--- src/rtl/req_arbiter_pkg.sv ---
// Shared types and constants for the request arbiter.
// Imported by the arbiter top and its pick sub-module.
package arb_pkg;

  typedef enum logic {ARB_IDLE, ARB_GRANT} arb_state_e;

  localparam logic MODE_FIXED = 1'b0;
  localparam logic MODE_RR    = 1'b1;

endpackage

--- src/rtl/req_arbiter_if.sv ---
// Requester-side handshake bundle for req_arbiter.
// The master modport drives requests; the slave modport is the arbiter.
interface req_arbiter_if #(
  parameter int unsigned NREQ = 4,
  parameter int unsigned IDW  = $clog2(NREQ)
);

  logic            mode;
  logic [NREQ-1:0] req;
  logic            done;
  logic [NREQ-1:0] gnt;
  logic [IDW-1:0]  gnt_id;
  logic            gnt_valid;
  logic            timeout_err;

  modport master (
    output mode, req, done,
    input  gnt, gnt_id, gnt_valid, timeout_err
  );

  modport slave (
    input  mode, req, done,
    output gnt, gnt_id, gnt_valid, timeout_err
  );

endinterface

--- src/rtl/req_arbiter_pick.sv ---
// Combinational arbitration core: fixed-priority or round-robin winner select.
// Round-robin masks off requesters below rr_ptr and falls back to the full vector.
module rr_pick
  import arb_pkg::*;
#(
  parameter int unsigned NREQ = 4,
  parameter int unsigned IDW  = $clog2(NREQ)
) (
  input  logic [NREQ-1:0] req,
  input  logic [IDW-1:0]  rr_ptr,
  input  logic            mode,
  output logic [IDW-1:0]  win_id,
  output logic            win_any
);

  logic [NREQ-1:0] mask;
  logic [NREQ-1:0] masked;
  logic [NREQ-1:0] sel;

  // In fixed mode the mask is empty, so the unmasked lowest index wins.
  always_comb begin
    mask = '0;
    for (int i = 0; i < int'(NREQ); i++) begin
      mask[i] = (mode == MODE_RR) && (i >= int'(rr_ptr));
    end
    masked = req & mask;
    sel    = (|masked) ? masked : req;
  end

  always_comb begin
    win_id = '0;
    for (int i = int'(NREQ) - 1; i >= 0; i--) begin
      if (sel[i]) win_id = IDW'(i);
    end
    win_any = |req;
  end

endmodule

--- src/rtl/req_arbiter.sv ---
// Single-resource arbiter: registered one-hot grant, held until done,
// request drop or hold-timer expiry, with a one-cycle turnaround between grants.
module req_arbiter
  import arb_pkg::*;
#(
  parameter int unsigned NREQ    = 4,
  parameter int unsigned IDW     = $clog2(NREQ),
  parameter int unsigned TIMEOUT = 16
) (
  input logic         clk,
  input logic         rst,
  req_arbiter_if.slave bus
);

  localparam int unsigned HCW = (TIMEOUT > 0) ? $clog2(TIMEOUT + 1) : 1;
  localparam logic [HCW-1:0] HC_MAX = '1;

  arb_state_e      state, state_nx;
  logic [NREQ-1:0] gnt_r, gnt_nx;
  logic [IDW-1:0]  gnt_id_r, gnt_id_nx;
  logic            gnt_valid_r, gnt_valid_nx;
  logic            err_r, err_nx;
  logic [IDW-1:0]  rr_ptr, rr_ptr_nx;
  logic [HCW-1:0]  hold_cnt, hold_cnt_nx;

  logic [IDW-1:0]  win_id;
  logic            win_any;
  logic            holder_req;
  logic            expire;

  rr_pick #(.NREQ(NREQ), .IDW(IDW)) u_pick (
    .req     (bus.req),
    .rr_ptr  (rr_ptr),
    .mode    (bus.mode),
    .win_id  (win_id),
    .win_any (win_any)
  );

  assign holder_req = bus.req[gnt_id_r];
  assign expire     = (TIMEOUT != 0) && (hold_cnt == HCW'(TIMEOUT));

  // Next-state and registered-output computation.
  always_comb begin
    state_nx     = state;
    gnt_nx       = gnt_r;
    gnt_id_nx    = gnt_id_r;
    gnt_valid_nx = gnt_valid_r;
    err_nx       = 1'b0;
    rr_ptr_nx    = rr_ptr;
    hold_cnt_nx  = hold_cnt;

    case (state)
      ARB_IDLE: begin
        gnt_nx       = '0;
        gnt_valid_nx = 1'b0;
        hold_cnt_nx  = '0;
        if (win_any) begin
          state_nx     = ARB_GRANT;
          gnt_nx       = NREQ'(1) << win_id;
          gnt_id_nx    = win_id;
          gnt_valid_nx = 1'b1;
          hold_cnt_nx  = HCW'(1);
          if (bus.mode == MODE_RR) begin
            rr_ptr_nx = (win_id == IDW'(NREQ - 1)) ? '0 : win_id + IDW'(1);
          end
        end
      end

      ARB_GRANT: begin
        if (bus.done || !holder_req || expire) begin
          state_nx     = ARB_IDLE;
          gnt_nx       = '0;
          gnt_valid_nx = 1'b0;
          hold_cnt_nx  = '0;
          // The error flags only a pure timer release.
          err_nx       = expire && !bus.done && holder_req;
        end else if (hold_cnt != HC_MAX) begin
          hold_cnt_nx = hold_cnt + HCW'(1);
        end
      end

      default: state_nx = ARB_IDLE;
    endcase
  end

  always_ff @(posedge clk) begin
    if (!rst) begin
      state       <= ARB_IDLE;
      gnt_r       <= '0;
      gnt_id_r    <= '0;
      gnt_valid_r <= 1'b0;
      err_r       <= 1'b0;
      rr_ptr      <= '0;
      hold_cnt    <= '0;
    end else begin
      state       <= state_nx;
      gnt_r       <= gnt_nx;
      gnt_id_r    <= gnt_id_nx;
      gnt_valid_r <= gnt_valid_nx;
      err_r       <= err_nx;
      rr_ptr      <= rr_ptr_nx;
      hold_cnt    <= hold_cnt_nx;
    end
  end

  assign bus.gnt         = gnt_r;
  assign bus.gnt_id      = gnt_id_r;
  assign bus.gnt_valid   = gnt_valid_r;
  assign bus.timeout_err = err_r;

endmodule

--- src/flat_wrapper.sv ---
// flat-port wrapper written by rule: the top's interface ports become plain ports
module req_arbiter_flat import arb_pkg::*;
#(
  parameter int unsigned NREQ    = 4,
  parameter int unsigned IDW     = $clog2(NREQ),
  parameter int unsigned TIMEOUT = 16
)
  (clk, rst, bus_mode, bus_req, bus_done, bus_gnt, bus_gnt_id, bus_gnt_valid, bus_timeout_err);
  req_arbiter_if #(.NREQ(NREQ), .IDW(IDW)) bus_i ();
  input logic clk;
  input logic rst;
  input wire logic [$bits(bus_i.mode)-1:0] bus_mode;
  input wire logic [$bits(bus_i.req)-1:0] bus_req;
  input wire logic [$bits(bus_i.done)-1:0] bus_done;
  output wire logic [$bits(bus_i.gnt)-1:0] bus_gnt;
  output wire logic [$bits(bus_i.gnt_id)-1:0] bus_gnt_id;
  output wire logic [$bits(bus_i.gnt_valid)-1:0] bus_gnt_valid;
  output wire logic [$bits(bus_i.timeout_err)-1:0] bus_timeout_err;
  assign bus_i.mode = bus_mode;
  assign bus_i.req = bus_req;
  assign bus_i.done = bus_done;
  assign bus_gnt = bus_i.gnt;
  assign bus_gnt_id = bus_i.gnt_id;
  assign bus_gnt_valid = bus_i.gnt_valid;
  assign bus_timeout_err = bus_i.timeout_err;
  req_arbiter #(.NREQ(NREQ), .IDW(IDW), .TIMEOUT(TIMEOUT)) u_core (.clk(clk), .rst(rst), .bus(bus_i));
endmodule
--- config.mk ---
export PLATFORM = sky130hd
export DESIGN_NAME = req_arbiter_flat
export DESIGN_NICKNAME = d
export VERILOG_FILES = /design/src/rtl/req_arbiter_pkg.sv /design/src/rtl/req_arbiter_if.sv /design/src/rtl/req_arbiter_pick.sv /design/src/rtl/req_arbiter.sv /design/src/flat_wrapper.sv
export SDC_FILE = /design/constraint.sdc
export NUM_CORES = 1
export LEC_CHECK = 0
export ABC_AREA = 0
export CAP_MARGIN = 5
export CORE_MARGIN = 2
export CORE_UTILIZATION = 35
export CTS_CLUSTER_SIZE = 10
export DETAILED_ROUTE_END_ITERATION = 8
export PLACE_DENSITY_LB_ADDON = 0.25
export SYNTH_ARGS = -nofsm -noshare
export SYNTH_HDL_FRONTEND = slang
export SYNTH_SLANG_ARGS = --single-unit
export TNS_END_PERCENT = 20
--- constraint.sdc ---
create_clock -name clk -period 3.15 [get_ports clk]
set_input_delay 0.4725 -clock clk [delete_from_list [all_inputs] [get_ports clk]]
set_output_delay 0.4725 -clock clk [all_outputs]
set_load 0.01 [all_outputs]
==> results.md, run 1 <==
Routing:
- The detailed router finished its first iteration with 16 violations.
- The routed wire length is 1.68 mm.
- The remaining routing DRC violations is 0.
- Across all layers, the routed design uses 732 vias.
- The number of search-and-repair iterations in the first detailed-routing pass is 4.
- The count of nets left with antenna violations once routing finished came out at 0.
- After detailed routing, the average wire length per cell comes to 12.5 µm.
- The per-cell via count in the routed design is 5.46.

Clock tree:
- The clock net in this run drives a total of 16 sinks.
- The number of buffers on the longest clock path is 2.
- The number of post-CTS setup repair buffers is 0.
- Gates resized during post-CTS repair numbered 0.
- In this run the clock root is driven by a sky130_fd_sc_hd__clkbuf_4.
- Clock latency on the worst-skew pair, taken at its later pin, is 0.29 ns.
- The maximum level of the CTS H-tree is 1.
- The hold buffer count at cts is 0.
- After clock tree synthesis, the clock-pin slew on the worst setup and hold paths is 0.09 ns.
- TritonCTS built the clock tree.
- The number of buffers inserted during clock tree synthesis is 3.

Setup path:
- The kind of critical path is in -> reg.
- At the worst endpoint, the required time is 3.34 ns.
- For the worst setup path, the data arrival time is 2.31 ns.
- The source of the worst register-to-register timing path is u_core.rr_ptr[1]$_SDFFE_PN0P_.
- The startpoint type of the worst setup path is an input pin.
- The maximum fanout along the worst path is 7.
- The worst setup path is captured at a flip-flop.
- Tracing the worst setup path back leads to its startpoint at bus_req[2].
- The worst register-to-register path has a depth of 7.

Yosys:
- Counting flops and latches in the post-synthesis netlist gives 16.
- The post-synthesis cell type with the largest combined area is sky130_fd_sc_hd__dfxtp_1.
- The predominant post-synthesis flop cell is sky130_fd_sc_hd__dfxtp_1.
- In this run the mean area of a mapped cell was 9.56 µm².
- The share of the Yosys chip area taken by registers is 0.376.
- The fraction of post-synthesis cell area in the top cell type by area is 0.376.
- Yosys printed 0 warnings.
- Synthesis produced 89 cells.
- The cell area after synthesis is 851 µm².
- In the post-synthesis netlist, the biggest area contributors are sky130_fd_sc_hd__dfxtp_1 (38%), sky130_fd_sc_hd__ha_1 (10%), sky130_fd_sc_hd__a32o_1 (4.7%).
- The async set-or-reset flop fraction in the synthesized netlist is 0.
- The synthesized design contains 0 enable-type register cells.
- In this run, distinct cell masters in the synthesized netlist total 35.
- Counting every net in the synthesized netlist gives 104.

GRT:
- The peak-usage layer in the global routing report is met2.
- Global routing finished with a remaining overflow of 0.
- The number of antenna violations at the first check in global routing came to 0.
- The global-route wire length before repair is 2.86 mm.
- For this run, global-route usage on met2 was measured as 0.222.
- The largest net degree at the start of global routing is 15.
- The via count of the first global-routing pass is 684.
- The met3 global-route usage is 0.0254.
- For this run, global-route usage on met1 was measured as 0.173.
- In the global route stage, overall resource usage came out at 0.141.

STA:
- The worst-case setup margin in the final layout is 1.03 ns.
- Of the available clock period, the critical path in the final layout requires 0.674.
- The worst hold slack is 0.477 ns.
- Static timing analysis puts the maximum clock frequency at 0.471 GHz.
- The transition time of the tightest slew-check pin is 0.518 ns.
- Setup repair after global routing left no endpoint under its margin.
- After routing, the total negative slack on setup checks comes to 0 ns.
- The number of endpoints failing setup at the final stage is 0.
- The worst pin sits at a relative slew slack of 0.654.
- The time the final worst path needs with I/O delays and setup is 2.12 ns.
- The final number of hold-violating endpoints came to 0.
- The setup skew after layout is 0.00809 ns.
- The max-slew violation total from the final report came to 0.

Finish:
- The area growth from synthesis to layout is 24.0%.
- 0 antenna diodes ended up in the layout.
- The final core area utilization is 0.468.
- In the layout the commonest cells are sky130_fd_sc_hd__dfxtp_1 (16), sky130_fd_sc_hd__clkdlybuf4s50_1 (15), sky130_fd_sc_hd__nor2_1 (8).
- After filler insertion, the fill cell instance count of the layout stands at 224.
- Leaving out fill and tap cells, the most frequent cell in the layout is sky130_fd_sc_hd__dfxtp_1.
- The final layout contains 123 nets.
- The layout cell share with drive strength beyond 1 is 0.113.
- The number of cells in the finished layout apart from fillers is 134.
- The finished layout cell area is 1050 µm².

Status:
- The run finished with clean final reports.

Die:
- The height of the die is 53.3 µm.
- The total I/O pin count is 16.
- Row generation in the floorplan step produced 17 rows.
- The region available for standard cell placement spans 2250 µm².
- The die covers 2840 µm².
- The die width is 53.3 µm.
- The initial utilization of the core area, before any placement, comes to 0.377.

Worst hold path:
- The type of the worst min-delay path is reg -> reg.
- Counting instances, the worst hold path has a depth of 1.
- The beginning of the worst hold path is u_core.bus.gnt[0]$_SDFFE_PN0P_.

Place:
- At the end of routability-driven placement, the weighted congestion stood at 0.822.
- The detailed placer's ending HPWL is 1.27 mm.
- The post-placement cell count is 131.
- The count of buffers from port buffering is 15.
- Prior to clock tree synthesis, the placed netlist has a worst setup slack of 0.720 ns.
- The cell area after placement is 1030 µm².

Power and ir drop:
- Power comes to 411 µW.
- In this run the power density over the cells is 390 nW/µm².
- The maximum resistive drop on vdd is 0.227 mV.
- The leakage power summed over all cells is 0.395 nW.

Run:
- The max-cap violation count is 0.
path summary, 6_finish.rpt:
path	end	slack [ns]
max	u_core.rr_ptr[1]$_SDFFE_PN0P_	1.03
min	u_core.bus.gnt[0]$_SDFFE_PN0P_	0.48
min reg2reg	u_core.bus.gnt[0]$_SDFFE_PN0P_	0.48
max reg2reg	u_core.rr_ptr[1]$_SDFFE_PN0P_	1.37
cell usage after synthesis, drive strengths merged (2+ instances only):
cell type	n
nor2b	6
nor2	9
o32ai	2
nand2	6
dfxtp	16
nand3	3
or2	2
ha	7
a21oi	2
o21a	2
inv	5
a32o	4
o21ai	4
nand2b	2
mux2i	3
layer usage:
| layer | up-vias | share of wire |
|---|---|---|
| met5 | - | 0 |
| met3 | 5 | 0.042 |
| li1 | 356 | - |
| met4 | 0 | 0.027 |
| met1 | 345 | 0.46 |
| met2 | 26 | 0.47 |
worst max-delay path: stages:
cell and delay (ns):
sky130_fd_sc_hd__clkdlybuf4s50_1 0.51, sky130_fd_sc_hd__a21bo_2 0.24, sky130_fd_sc_hd__a21oi_1 0.05, sky130_fd_sc_hd__a31o_2 0.25, sky130_fd_sc_hd__or2_2 0.29, sky130_fd_sc_hd__ha_1 0.30, sky130_fd_sc_hd__mux2i_1 0.14, sky130_fd_sc_hd__nor2b_1 0.06
report_power, final:
part / leakage, nW / internal (mW) / switching, mW
sequential: 0.131 / 0.213 / 0.00864
combinational: 0.250 / 0.0441 / 0.0405
clock: 0.0138 / 0.0444 / 0.0602
total: 0.395 / 0.302 / 0.109
state kept, by name, summed over array words and instances (netlist names):
| signal | cells |
|---|---|
| u_core.bus.gnt | 4 |
| u_core.rr_ptr | 2 |
| u_core.hold_cnt | 5 |
| u_core.state | 1 |
| u_core.bus.gnt_id | 2 |
| u_core.bus.timeout_err | 1 |
| u_core.bus.gnt_valid | 1 |
area by class of cell:
type	count	area, µm²	area share
multi-input cells	67	508	0.482
flip-flops and latches	16	320	0.304
repair buffers	15	150	0.142
well taps	28	35.0	0.0332
clock buffers	3	22.5	0.0214
inverters	5	18.8	0.0178
kinds of logic (layout without fill, tap and decap cells):
family | after synthesis | count (layout) | synth area share
XOR/XNOR | 2 | 2 | 0.0206
adder cells (fa/ha/maj) | 7 | 7 | 0.103
buffers and inverters | 6 | 23 | 0.0265
AND/OR/NAND/NOR | 34 | 34 | 0.226
multiplexers | 4 | 4 | 0.0618
flip-flops | 16 | 16 | 0.376
AO/OA/AOI/OAI | 20 | 20 | 0.185
(Power assumes the default switching activity.)
==> run 2, diff against run 1 <==
- clock period: 3.15 -> 1.92 ns (I/O delays scaled with it)
==> run 2 against run 1 <==
  * Critical path depth stayed put
  * Worst hold slack got worse by 0.10 ns
  * Utilization is 3.7 points higher
  * Routed wire length increased by 6.4%
  * Sequential power up 64%
  * Critical path type unchanged
  * Critical endpoint unchanged
==> results.md, run 2 (synthesized netlist as in run 1, its figures left out) <==
Status:
- The flow ran to the end, and the final reports show no timing, DRC or antenna violations.

STA:
- The worst hold slack is 0.376 ns (-0.101 ns).
- The worst slew margin relative to its limit came to 0.732 (+0.0783).
- For this run, the top clock speed supported by timing is 0.558 GHz.
- The max-slew violation total from the final report is 0 (unchanged).
- Setup repair after global routing left no endpoint under its margin.
- The number of endpoints failing setup at the final stage is 0 (unchanged).
- The transition time of the tightest slew-check pin came to 0.402 ns (-0.116 ns).
- The worst-case setup margin in the final layout is 0.129 ns (-0.897 ns).
- The time the final worst path needs with I/O delays and setup is 1.79 ns.
- The final number of hold-violating endpoints was 0 (unchanged).
- The setup skew after layout is 0.00498 ns (-0.00311 ns).
- The fraction of the cycle the final worst path needs is 0.933.

Routing:
- The wire length per cell is 12.4 µm (-0.96%).
- The number of design-rule violations left by the first detailed-router iteration is 17 (+1).
- The routed wire length is 1.79 mm (+6.4%).
- The total number of vias is 739 (+0.96%).
- The per-cell via count in the routed design is 5.13 (-6.1%).
- The post-route antenna net violation count is 0 (unchanged).
- The number of search-and-repair iterations in the first detailed-routing pass was 4 (unchanged).
- The remaining routing DRC violations is 0 (unchanged).

Run:
- The max-cap violation count is 0 (unchanged).

Clock tree:
- The number of post-CTS setup repair buffers is 0 (unchanged).
- The count of clock tree sinks came to 16 (unchanged).
- The clock tree from TritonCTS is yes.
- The clock transition at the registers of the reported paths is 0.09 ns (about the same).
- The hold buffer count at cts is 0 (unchanged).
- The number of buffers inserted during clock tree synthesis is 3 (unchanged).
- The buffer type at the clock tree root is sky130_fd_sc_hd__clkbuf_4.
- The insertion delay to the later sink of the worst-skew pair is 0.28 ns (about the same).
- The number of buffers on the longest clock path was 2 (unchanged).
- The maximum level of the CTS H-tree is 1 (unchanged).
- The post-cts sizing count is 0 (unchanged).

Setup path:
- The worst setup path is of the in -> reg kind.
- The data arrival at the endpoint of the critical path is 1.97 ns (-0.34 ns).
- The required time of the critical path is 2.10 ns (-1.24 ns).
- The category of the worst setup path capture point is a flip-flop.
- The maximum fanout along the worst path is 4 (-3).
- The startpoint type of the worst setup path is an input pin.

Place:
- The post-placement worst setup slack was -0.231 ns (-0.952 ns).
- The placer congestion estimate was 0.771 (-6.1%).
- The count of buffers from port buffering is 15 (unchanged).
- The detailed placer's ending HPWL is 1.42 mm (+12%).

Finish:
- The layout cell share with drive strength beyond 1 is 0.198 (+0.0851).
- More flip-flops sit in one register than any other, and that register is u_core.hold_cnt.
- The most common library cell in the layout ignoring fill and taps is sky130_fd_sc_hd__dfxtp_1.
- The count of inserted antenna diode cells is 0 (unchanged).
- The top cell types in the final layout, fill and taps aside, are sky130_fd_sc_hd__dfxtp_1 (16), sky130_fd_sc_hd__clkdlybuf4s50_1 (13), sky130_fd_sc_hd__buf_4 (10).
- The number of flip-flops under the largest register name came to 5 (unchanged).
- Relative to the synthesized area, the layout overhead comes to 33.8%.
- The total of fill cells in the finished design came to 232 (+3.6%).
- The final net count is 133 (+8.1%).

GRT:
- The via count of the first global-routing pass is 706 (+3.2%).
- The number of antenna violations at the first check in global routing is 0 (unchanged).
- The total overflow reported by the global router is 0 (unchanged).
- The global-route wire length before repair was 3.01 mm (+5.3%).
- The largest net degree at the start of global routing is 11 (-4).
- The global router's overall resource usage was 0.147 (+0.00656).

Worst hold path:
- The tightest min-delay check is of the in -> reg type.

Die:
- The die footprint is 2840 µm² (unchanged).
- The area of the core region is 2250 µm² (unchanged).
- The number of rows in the core area is 17 (unchanged).
- The starting density of the core is 0.377 (unchanged).
- The height of the die is 53.3 µm (unchanged).
- The total I/O pin count is 16 (unchanged).
- The die width is 53.3 µm (unchanged).

Power and ir drop:
- The leakage power summed over all cells is 0.463 nW (+17%).
- The maximum resistive drop on vdd is 0.370 mV (+63%).
- The power density relative to cell area came to 611 nW/µm² (+57%).
- The post-route total power was 695 µW (+69%).
## run 2: power by group
group	switching, mW	internal, mW
Combinational	0.0717	0.0874
Sequential	0.0152	0.350
Clock	0.0986	0.0726
Total	0.185	0.510
## run 2: final timing paths
kind | startpoint | slack (ns) | end | depth (start not counted)
worst max-delay path | bus_req[1] | 0.13 | u_core.rr_ptr[1]$_SDFFE_PN0P_ | 8
worst min-delay path | bus_mode | 0.38 | u_core.rr_ptr[0]$_SDFFE_PN0P_ | 3
worst max register to register | u_core.rr_ptr[1]$_SDFFE_PN0P_ | 0.19 | u_core.rr_ptr[1]$_SDFFE_PN0P_ | 7
worst min register to register | u_core.bus.gnt_valid$_SDFFE_PN0P_ | 0.47 | u_core.bus.gnt_valid$_SDFFE_PN0P_ | 2
## run 2: layer usage
layer,global-route usage,share of wire,up-vias,wire length (µm)
met5,0,0,-,0
met4,0.0769,0.017,0,30
met3,0.0254,0.018,4,33
met2,0.253,0.49,9,870
met1,0.172,0.48,350,852
li1,-,-,376,-
## run 2: critical path, cell delays in order
cell and delay [ns]:
sky130_fd_sc_hd__clkdlybuf4s50_1 0.51, sky130_fd_sc_hd__o21bai_1 0.08, sky130_fd_sc_hd__a21oi_1 0.20, sky130_fd_sc_hd__o21ai_2 0.10, sky130_fd_sc_hd__or2_2 0.32, sky130_fd_sc_hd__ha_1 0.29
sky130_fd_sc_hd__mux2i_1 0.13, sky130_fd_sc_hd__nor2b_1 0.05
## run 2: cell type report
class                           instances  area (µm²)  area share
Tap cell                               28        35.0      0.0308
Clock buffer                            3        22.5      0.0198
Multi-Input combinational cell         67         512       0.449
Inverter                                5        18.8      0.0165
Timing Repair Buffer                   25         230       0.202
Sequential cell                        16         320       0.281
## run 2: stage by stage
step	cells	utilization	TNS (ns)	cell area [µm²]
floorplan	89	-	0	851
global placement	141	0.491	-0.663	1110
detailed placement	141	0.491	-0.929	1110
CTS	144	0.501	0	1130
global route	144	0.505	0	1140
finish	144	0.505	0	1140
==> run 3, diff against run 2 <==
- CELL_PAD_IN_SITES_DETAIL_PLACEMENT: default -> 1
- CELL_PAD_IN_SITES_GLOBAL_PLACEMENT: default -> 1
- CORE_UTILIZATION: 35 -> 34
==> run 3 against run 2 <==
  * Power up 9.5%
  * Sequential cell count did not move
  * First-iteration DRC count decreased by 65%
  * Critical path type unchanged
  * Highest routed layer unchanged
==> results.md, run 3 (synthesized netlist as in run 1, its figures left out) <==
Finish:
- The final core area utilization came to 0.480 (-0.0251).
- The area growth from synthesis to layout is 37.2%.
- The most common library cell in the layout ignoring fill and taps is sky130_fd_sc_hd__dfxtp_1.
- Leaving out fill and tap cells, the most frequent cells in the layout are sky130_fd_sc_hd__dfxtp_1 (16), sky130_fd_sc_hd__clkdlybuf4s50_1 (14), sky130_fd_sc_hd__buf_4 (12).
- The final net count is 135 (+1.5%).
- The count of inserted antenna diode cells was 0 (unchanged).
- The multi-input logic area is 512 µm² (unchanged).
- The register containing the most flip-flops in the final layout is u_core.hold_cnt.
- The number of flip-flops under the largest register name is 5 (unchanged).
- The total of fill cells in the finished design is 286 (+23%).
- The sequential cell area was 320 µm² (unchanged).
- The layout cell share with drive strength beyond 1 is 0.218 (+0.0202).

Clock tree:
- The count of clock tree sinks was 16 (unchanged).
- The maximum level of the CTS H-tree is 1 (unchanged).
- The number of post-CTS setup repair buffers was 0 (unchanged).
- The clock transition at the registers of the reported paths was 0.10 ns (about the same).
- TritonCTS built the clock tree.
- The number of buffers inserted during clock tree synthesis is 3 (unchanged).
- The insertion delay to the later sink of the worst-skew pair is 0.30 ns (+0.02 ns).
- The number of buffers on the longest clock path was 2 (unchanged).
- The cell sitting at the root of the clock tree is a sky130_fd_sc_hd__clkbuf_4.

GRT:
- The total overflow reported by the global router came to 0 (unchanged).
- The via count of the first global-routing pass is 802 (+14%).
- The global-route wire length before repair is 3.48 mm (+16%).
- The global router's overall resource usage is 0.171 (+0.0240).
- The largest net degree at the start of global routing is 11 (unchanged).
- The number of antenna violations at the first check in global routing is 0 (unchanged).

Routing:
- The remaining routing DRC violations came to 0 (unchanged).
- The wire length per cell is 13.9 µm (+12%).
- The total number of vias is 771 (+4.3%).
- The number of design-rule violations left by the first detailed-router iteration is 6 (-11).
- The routed wire length is 2.08 mm (+16%).
- The post-route antenna net violation count was 0 (unchanged).
- The per-cell via count in the routed design is 5.17 (+0.83%).
- The number of search-and-repair iterations in the first detailed-routing pass is 4 (unchanged).

Setup path:
- The maximum fanout along the worst path is 4 (unchanged).
- The data arrival at the endpoint of the critical path was 2.03 ns (+0.06 ns).
- The worst path buffer plus inverter count came to 1 (unchanged).
- For this design, the slowest cell found on the critical path is sky130_fd_sc_hd__clkdlybuf4s50_1.
- The signal on the critical path passes through clkdlybuf4s50_1 -> a21bo_2 -> a21oi_1 -> a31o_2 -> or2_2 -> ha_1 -> mux2i_1 -> nor2b_1.
- The category of the worst setup path capture point is a flip-flop.
- The endpoint identified for the worst register-to-register timing path is u_core.rr_ptr[1]$_SDFFE_PN0P_.
- In this design, the largest share of critical-path delay is due to buffers and inverters.
- The kind of critical path is in -> reg.
- The required time of the critical path is 2.12 ns (+0.02 ns).
- The register-to-register path setup slack is 0.15 ns (-0.04 ns).
- The startpoint identified for the worst register-to-register timing path is u_core.rr_ptr[1]$_SDFFE_PN0P_.
- The biggest cell delay along the critical path is 0.52 ns (about the same).
- The count of cells along the worst register-to-register path came to 7 (unchanged).
- STA classifies the critical path startpoint as an input pin.

Power and ir drop:
- The share of total power in combinational logic is 0.216 (-0.013).
- The maximum resistive drop on vdd is 0.408 mV (+10%).
- The clock group share of total power is 0.305 (+0.059).
- The net load switching power is 207 µW (+12%).
- The fraction of power spent switching nets is 0.272 (+0.00534).
- The post-route total power is 761 µW (+9.5%).
- The leakage power summed over all cells came to 0.470 nW (+1.6%).
- The internal power of the cells is 554 µW (+8.7%).
- The portion of total power attributed to sequential cells is 0.479 (-0.046).
- The power density relative to cell area came to 652 nW/µm² (+6.8%).

Worst hold path:
- The worst hold path depth is 1 (-2).
- The beginning of the worst hold path is u_core.bus.gnt[3]$_SDFFE_PN0P_.
- The path with the worst hold slack has its endpoint at u_core.bus.gnt[3]$_SDFFE_PN0P_.
- The min-delay analysis places its worst path in the category reg -> reg.

Die:
- The height of the die is 54.0 µm (+1.4%).
- The starting density of the core came to 0.350 (-0.0276).
- The area of the core region came to 2430 µm² (+7.9%).
- The total I/O pin count was 16 (unchanged).
- The die footprint is 2920 µm² (+2.7%).
- The number of rows in the core area is 18 (+1).
- The die width came to 54.0 µm (+1.4%).

Run:
- The max-cap violation count is 0 (unchanged).

STA:
- The highest clock rate is 0.545 GHz (-2.4%).
- The worst-case setup margin in the final layout is 0.0852 ns (-0.0435 ns).
- The number of endpoints failing setup at the final stage is 0 (unchanged).
- Setup repair after global routing left no endpoint under its margin.
- The max-slew violation total from the final report came to 0 (unchanged).
- The setup skew after layout was 0.00435 ns (-0.000625 ns).
- The worst slew margin relative to its limit is 0.728 (-0.00394).
- The worst hold slack is 0.483 ns (+0.107 ns).
- The summed negative setup slack over all endpoints is 0 ns (unchanged).
- The final number of hold-violating endpoints came to 0 (unchanged).
- The transition time of the tightest slew-check pin was 0.408 ns (+0.00591 ns).
- The time the final worst path needs with I/O delays and setup came to 1.83 ns (+0.0435 ns).
- The fraction of the cycle the final worst path needs is 0.956 (+0.0227).

Place:
- The placer congestion estimate was 0.799 (+3.6%).
- The count of buffers from port buffering is 15 (unchanged).
- The detailed placer's ending HPWL is 1.59 mm (+12%).
- The post-placement worst setup slack is -0.296 ns (-0.0645 ns).

Status:
- The flow ran to the end, and the final reports show no timing, DRC or antenna violations.
-- run 3: cell count changes in the layout (fill, tap and decap cells not counted), sizes merged --
cell / delta
clkdlybuf4s50: +1
clkbuf: +1
dlymetal6s2s: -1
buf: +2
-- run 3: timing repair --
action	in CTS	in global routing
hold buffers	0	0
endpoints found under the hold margin	0	0
gates resized for setup	0	2
setup endpoints to repair	0	5
-- run 3: worst max path at each step --
| stage | from | endpoint | slack [ns] | cells after the start |
|---|---|---|---|---|
| 2_1_floorplan | u_core.rr_ptr[1]$_SDFFE_PN0P_ | u_core.rr_ptr[1]$_SDFFE_PN0P_ | 0.30 | 7 |
| 3_3_place_gp | bus_req[2] | u_core.rr_ptr[1]$_SDFFE_PN0P_ | -0.21 | 8 |
| 3_5_place_dp | bus_req[2] | u_core.rr_ptr[1]$_SDFFE_PN0P_ | -0.30 | 8 |
| 4_1_cts | bus_req[2] | u_core.rr_ptr[1]$_SDFFE_PN0P_ | 0.04 | 8 |
| 5_1_grt | u_core.rr_ptr[1]$_SDFFE_PN0P_ | u_core.rr_ptr[1]$_SDFFE_PN0P_ | 0.03 | 7 |
| 6_report | bus_mode | u_core.rr_ptr[1]$_SDFFE_PN0P_ | 0.09 | 8 |
-- run 3: stage by stage --
step	std cells	cell area [µm²]
3_3_place_gp	145	1120
3_5_place_dp	145	1120
5_1_grt	149	1170
6_report	149	1170
2_1_floorplan	89	851
4_1_cts	149	1160
-- run 3: metal layers --
| metal | global-route usage | wire length, µm | vias up |
|---|---|---|---|
| met5 | 0 | 0 | - |
| met4 | 0.0875 | 45 | 0 |
| met3 | 0.0333 | 83 | 5 |
| met2 | 0.287 | 936 | 16 |
| met1 | 0.207 | 1010 | 370 |
| li1 | - | - | 380 |
-- run 3: layout make-up --
type	count	area share
well taps	30	0.0322
inverters	5	0.0161
repair buffers	27	0.208
clock buffers	4	0.0311
flip-flops and latches	16	0.274
multi-input cells	67	0.438
-- run 3: power by group through the flow --
stage | combinational, mW | sequential (mW) | clock (mW)
after floorplan | 0.0792 | 0.374 | 0
after global placement | 0.158 | 0.371 | 0
after detailed placement | 0.163 | 0.372 | 0
after CTS | 0.165 | 0.365 | 0.246
after global routing | 0.182 | 0.368 | 0.254
final | 0.165 | 0.365 | 0.232
